## config.mk

```make
export PLATFORM = sky130hd
export DESIGN_NAME = dsp_fetch_unit
export DESIGN_NICKNAME = d
export VERILOG_FILES = /design/src/rtl/dsp_fetch_unit.sv
export SDC_FILE = /design/constraint.sdc
export NUM_CORES = 1
export LEC_CHECK = 0
export ABC_AREA = 1
export BUFFER_PORTS_ARGS = -buffer_cell sky130_fd_sc_hd__buf_2
export CAP_MARGIN = 15
export CORE_MARGIN = 2
export CORE_UTILIZATION = 50
export DETAILED_ROUTE_END_ITERATION = 16
export PLACE_DENSITY_LB_ADDON = 0.15
export SLEW_MARGIN = 20
export SYNTH_ARGS = -nofsm -noshare
export SYNTH_HDL_FRONTEND = slang
export SYNTH_SLANG_ARGS = --single-unit
export TNS_END_PERCENT = 50
```

## constraint.sdc

```tcl
create_clock -name clk -period 3.7 [get_ports clk]
set_input_delay 0.185 -clock clk [delete_from_list [all_inputs] [get_ports clk]]
set_output_delay 0.185 -clock clk [all_outputs]
set_load 0.03 [all_outputs]
```

## src/rtl/dsp_fetch_unit.sv

```systemverilog
// dsp_fetch_unit: instruction fetch front end.
// Issues sequential reads to a one-cycle-latency instruction memory.
// Returned words go into a 2-entry buffer that feeds decode.
// Jumps redirect the PC, flush the buffer and kill the outstanding read.
//
// Handshake: decode takes a word when instr_valid and instr_ready are both 1
// in the same cycle. instr_valid never depends on instr_ready. While a word is
// offered and not taken, instr/instr_pc hold.
//
// Credit rule: a read may issue only if the buffered words plus the read in
// flight stay below the buffer depth after this cycle's pop. The pop is
// credited in the same cycle so that a continuously ready decode receives one
// word per cycle. The buffer can still never hold more than two words.
module dsp_fetch_unit #(
    parameter int                ADDR_W   = 16,
    parameter int                INSTR_W  = 32,
    parameter logic [ADDR_W-1:0] RESET_PC = '0
) (
    input  logic               clk,
    input  logic               rst,
    input  logic               en,
    input  logic               jump_flag,
    input  logic [ADDR_W-1:0]  jump_addr,
    output logic               imem_re,
    output logic [ADDR_W-1:0]  imem_addr,
    input  logic [INSTR_W-1:0] imem_rdata,
    output logic [INSTR_W-1:0] instr,
    output logic [ADDR_W-1:0]  instr_pc,
    output logic               instr_valid,
    input  logic               instr_ready,
    output logic               running
);

    typedef enum logic {
        IDLE = 1'b0,
        RUN  = 1'b1
    } state_t;

    state_t              state;
    logic [ADDR_W-1:0]   pc;

    // Outstanding read: valid while its data is due on imem_rdata this cycle.
    logic                tag_valid;
    logic [ADDR_W-1:0]   tag_pc;

    // Two-entry output buffer of {instr, instr_pc}.
    logic [INSTR_W-1:0]  fifo_instr [0:1];
    logic [ADDR_W-1:0]   fifo_pc    [0:1];
    logic                rd_ptr;
    logic                wr_ptr;
    logic [1:0]          count;

    logic                pop;
    logic                push;
    logic [2:0]          used;

    // Transfer to decode. A jump discards the head anyway, so the pop is moot.
    assign pop  = (count != 2'd0) && instr_ready;
    // The returning word is kept unless a jump kills it in this same cycle.
    assign push = tag_valid && !jump_flag;
    // Credits still held after this cycle's pop.
    assign used = {1'b0, count} + {2'b00, tag_valid} - {2'b00, pop};

    assign imem_re     = (state == RUN) && en && !jump_flag && (used < 3'd2);
    assign imem_addr   = pc;
    assign instr_valid = (count != 2'd0);
    assign instr       = fifo_instr[rd_ptr];
    assign instr_pc    = fifo_pc[rd_ptr];

    // Run/idle control; running is the registered view of the state.
    always_ff @(posedge clk or negedge rst) begin
        if (!rst) begin
            state   <= IDLE;
            running <= 1'b0;
        end else begin
            case (state)
                IDLE: begin
                    if (en) begin
                        state   <= RUN;
                        running <= 1'b1;
                    end
                end
                RUN: begin
                    if (!en) begin
                        state   <= IDLE;
                        running <= 1'b0;
                    end
                end
                default: begin
                    state   <= IDLE;
                    running <= 1'b0;
                end
            endcase
        end
    end

    // Program counter: a jump overrides, otherwise advance on every issue.
    always_ff @(posedge clk or negedge rst) begin
        if (!rst) begin
            pc <= RESET_PC;
        end else if (jump_flag) begin
            pc <= jump_addr;
        end else if (imem_re) begin
            pc <= pc + 1'b1;
        end
    end

    // In-flight tag: remembers the address whose data returns next cycle.
    always_ff @(posedge clk or negedge rst) begin
        if (!rst) begin
            tag_valid <= 1'b0;
            tag_pc    <= '0;
        end else if (jump_flag) begin
            tag_valid <= 1'b0;
        end else begin
            tag_valid <= imem_re;
            if (imem_re) begin
                tag_pc <= pc;
            end
        end
    end

    // Output buffer: a jump flushes it, otherwise push the returned word and pop on transfer.
    always_ff @(posedge clk or negedge rst) begin
        if (!rst) begin
            for (int i = 0; i < 2; i++) begin
                fifo_instr[i] <= '0;
                fifo_pc[i]    <= '0;
            end
            rd_ptr <= 1'b0;
            wr_ptr <= 1'b0;
            count  <= 2'd0;
        end else if (jump_flag) begin
            rd_ptr <= 1'b0;
            wr_ptr <= 1'b0;
            count  <= 2'd0;
        end else begin
            if (push) begin
                fifo_instr[wr_ptr] <= imem_rdata;
                fifo_pc[wr_ptr]    <= tag_pc;
                wr_ptr             <= ~wr_ptr;
            end
            if (pop) begin
                rd_ptr <= ~rd_ptr;
            end
            count <= count + {1'b0, push} - {1'b0, pop};
        end
    end

endmodule

```

==> summary.md <==
| Metric | Value |
|---|---|
| Crit share post-route | 0.8798 |
| CTS clk-pin slew, worst paths | 50 ps |
| Post-CTS setup buffer count | 0 |
| Synth Area in XOR/XNOR | 0.008509 |
| Startpoint Class | flop |
| Number of remaining DRC errors | 0 |
| Detailed Route Iter0 Violations | 403 |
| Via count | 5344 |
| CTS sink count | 135 |
| Register bit total from synthesis | 135 |
| Largest net degree at the start of global routing | 98 |
| M2 GR Usage | 0.3584 |
| DIE AREA | 13260 sq um |
| Core Util, Final | 0.6235 |
| First-pass GRT wire length | 23430 um |
| FMAX | 307.2 MHz |
| TritonCTS clock tree | yes |
| WL final | 13940 um |
| Core Area | 12010 sq um |
| Chip height | 115.1 um |
| Accumulated negative setup slack | 0 ps |
| Clk_skew | 4.466 ps |
| RSZ-0062 raised after global routing | false |
| Critical Path RT | 3510 ps |
| GR Overflow Total | 0 |
| NumNets Final | 953 |
| Slew @ Worst Pin | 1026 ps |
| Mean Syn Cell Area | 7.877 sq um |
| Routability cong. | 0.8717 |
| Crit path arrival time | 3070 ps |
| Final hold vios | 0 |
| Clk buf depth | 2 |
| Complex-gate fraction of the synthesized area | 0.1029 |
| Seq/Total Area, Yosys | 0.5470 |
| Pins over their slew limit | 0 |
| Fill count | 1087 |
| Relative slew slack | 0.3162 |
| Synth Instances | 784 |
| # diodes | 0 |
| P&R area growth vs syn | 21.27% |
| Worst skew pair latency | 410 ps |
| Reg area | 3379 sq um |
| Min-Delay Path Class | input pin to flop |
| Setup CP Type | flop to output pin |
| TritonCTS buffer count | 17 |
| Synth cell types | 24 |
| Power Density | 870.3 nW/um^2 |
| Syn. warnings | 0 |
| Dpl hpwl | 8693 um |
| Netlist Area Pre-Place | 6176 sq um |
| Maximum fanout along the worst path | 23 |
| Width of the die | 115.1 um |
| Final setup vio count | 0 |
| Period minus WS final | 3255 ps |
| P_leak | 4.132 nW |
| Main combinational cell family by area after synthesis | simple AND/OR/NAND/NOR gates |
| Met1 usage | 0.2949 |
| Router iterations before antenna repair | 5 |
| H-tree depth | 4 |
| Max-Cap Viols | 0 |
| Top-level I/O count | 120 |
| Initial core utilization | 0.5142 |
| GRT Util Overall | 0.2223 |
| Layout cells sized above 1 | 0.1773 |
| Std-Cell Rows | 40 |
| Net count after synthesis | 842 |
| Number of global-route vias before repair | 5098 |
| Post-Synth Simple-Gate Area | 0.2470 |
| Status | completed |
| PortBufs | 119 |
| Clk root buf | clkbuf_16 |
| Critical Path End Type | output pin |
| Peak VDD IR | 449.8 uV |
| Multi-input logic area | 2298 sq um |
| Adder-cell share of the synthesized area | 0.01135 |
| Number of antenna-violating nets in the routed design | 0 |
| Busiest grt layer | met2 |
| Multiplexer share of the synthesized area | 0 |
| Avg WL per Cell | 13.21 um |
| Via density | 5.065 |
| Met3 Usage GRT | 0.05061 |
| Initial antenna violation count | 0 |
## Yosys cell counts
library cell | instances | share of area
nand2_2 | 1 | 0.0010
xnor2_1 | 2 | 0.0028
clkbuf_1 | 19 | 0.012
xor2_1 | 4 | 0.0057
nand2_1 | 326 | 0.20
nand3_1 | 37 | 0.030
o21ai_0 | 90 | 0.073
clkbuf_2 | 2 | 0.0016
buf_4 | 1 | 0.0012
nand4_1 | 3 | 0.0030
a21oi_1 | 4 | 0.0032
nor2_1 | 21 | 0.013
o211ai_1 | 2 | 0.0024
clkinv_2 | 1 | 0.00081
ha_1 | 4 | 0.0081
buf_6 | 4 | 0.0073
inv_1 | 79 | 0.048
dfrtp_1 | 135 | 0.55
fa_1 | 1 | 0.0032
buf_2 | 15 | 0.012
or2_1 | 1 | 0.0010
o21ai_1 | 30 | 0.024
inv_2 | 1 | 0.00061
or2_2 | 1 | 0.0010
## power by group
group	internal [W]	leakage, nW	total (W)	switching, W
sequential	0.00205	1.75	0.00240	0.000351
combinational	0.000741	2.09	0.00248	0.00174
clock	0.00104	0.291	0.00164	0.000597
total	0.00383	4.13	0.00652	0.00268
## cell type report
class	instances	share of cell area
tap	147	0.02456
timing repair buffer	133	0.09773
inverter	81	0.04076
sequential	135	0.4512
clock buffer	25	0.07016
multi-input combinational	527	0.3069
clock inverter	7	0.008687
## metal layers
metal,vias up,wire [um]
met4,0,173
met1,2530,6532
li1,2663,-
met2,137,6614
met3,14,617
met5,-,0
## state kept, by name, summed over array words and instances (netlist names)
register	flops
running	1
count	2
fifo_instr	64
wr_ptr	1
imem_addr	16
fifo_pc	32
tag_valid	1
rd_ptr	1
tag_pc	16
state	1
## worst max-delay path, cell delays in order (launching register included)
cell and delay [ps]:
dfrtp_1 440, or2_2 340, nand2_1 110, inv_1 70, nand2_1 80, inv_1 70, fa_1 510, nand2_1 50
nor2_1 90, nand2_1 80, inv_1 510, buf_2 320
## path summary, 6_finish.rpt
check	from	endpoint	slack (ps)	cells past startpoint
max	count[1]	imem_re	440	11
min	imem_rdata[9]	fifo_instr[41]	30	3
max reg2reg	count[1]	imem_addr[0]	950	13
min reg2reg	state	running	450	1
max in group asynchronous	rst	fifo_instr[59]	2460	3
min in group asynchronous	rst	fifo_instr[42]	320	2
## cells in the final DEF, fill, tap and decap left out, types with 2 or more instances in the layout
cell | Yosys | layout
ha_1 | 4 | 4
nand3_1 | 37 | 36
o21ai_1 | 30 | 30
buf_2 | 15 | 118
clkinvlp_4 | 0 | 2
a21oi_1 | 4 | 4
dfrtp_1 | 135 | 134
o21ai_0 | 90 | 90
buf_4 | 1 | 4
nor2_1 | 21 | 21
xor2_1 | 4 | 4
inv_1 | 79 | 79
clkinv_2 | 1 | 5
o211ai_1 | 2 | 2
nand2_1 | 326 | 326
xnor2_1 | 2 | 2
clkbuf_16 | 0 | 17
clkbuf_8 | 0 | 7
dlygate4sd3_1 | 0 | 10
nand4_1 | 3 | 3
## through the flow
step | cell area, sq um | worst slack, ps | instances | hold slack [ps] | total power [W]
after floorplan | 6176 | 1280 | 784 | -110.6 | 0.004165
after global placement | 6799 | 1024 | 1013 | 179.4 | 0.004802
after detailed placement | 6799 | 899.3 | 1013 | 189.7 | 0.004899
after CTS | 7490 | 439.5 | 1055 | 4.074 | 0.006576
after global routing | 7490 | 259.7 | 1055 | 12.03 | 0.006981
final | 7490 | 444.7 | 1055 | 29.04 | 0.006519
## logic make-up after synthesis
kind of cell | count (synthesis)
buffers and inverters | 122
and+or+nand+nor | 390
AOI/OAI and AO/OA | 126
adders and majority gates | 5
DFF | 135
xor gates and xnor gates | 6
## repair_timing
item                                   CTS  global route
endpoints found under the hold margin   66             0
hold buffers                            10             0
resized for setup                        0             0
Power figures use the tool's default switching activity.
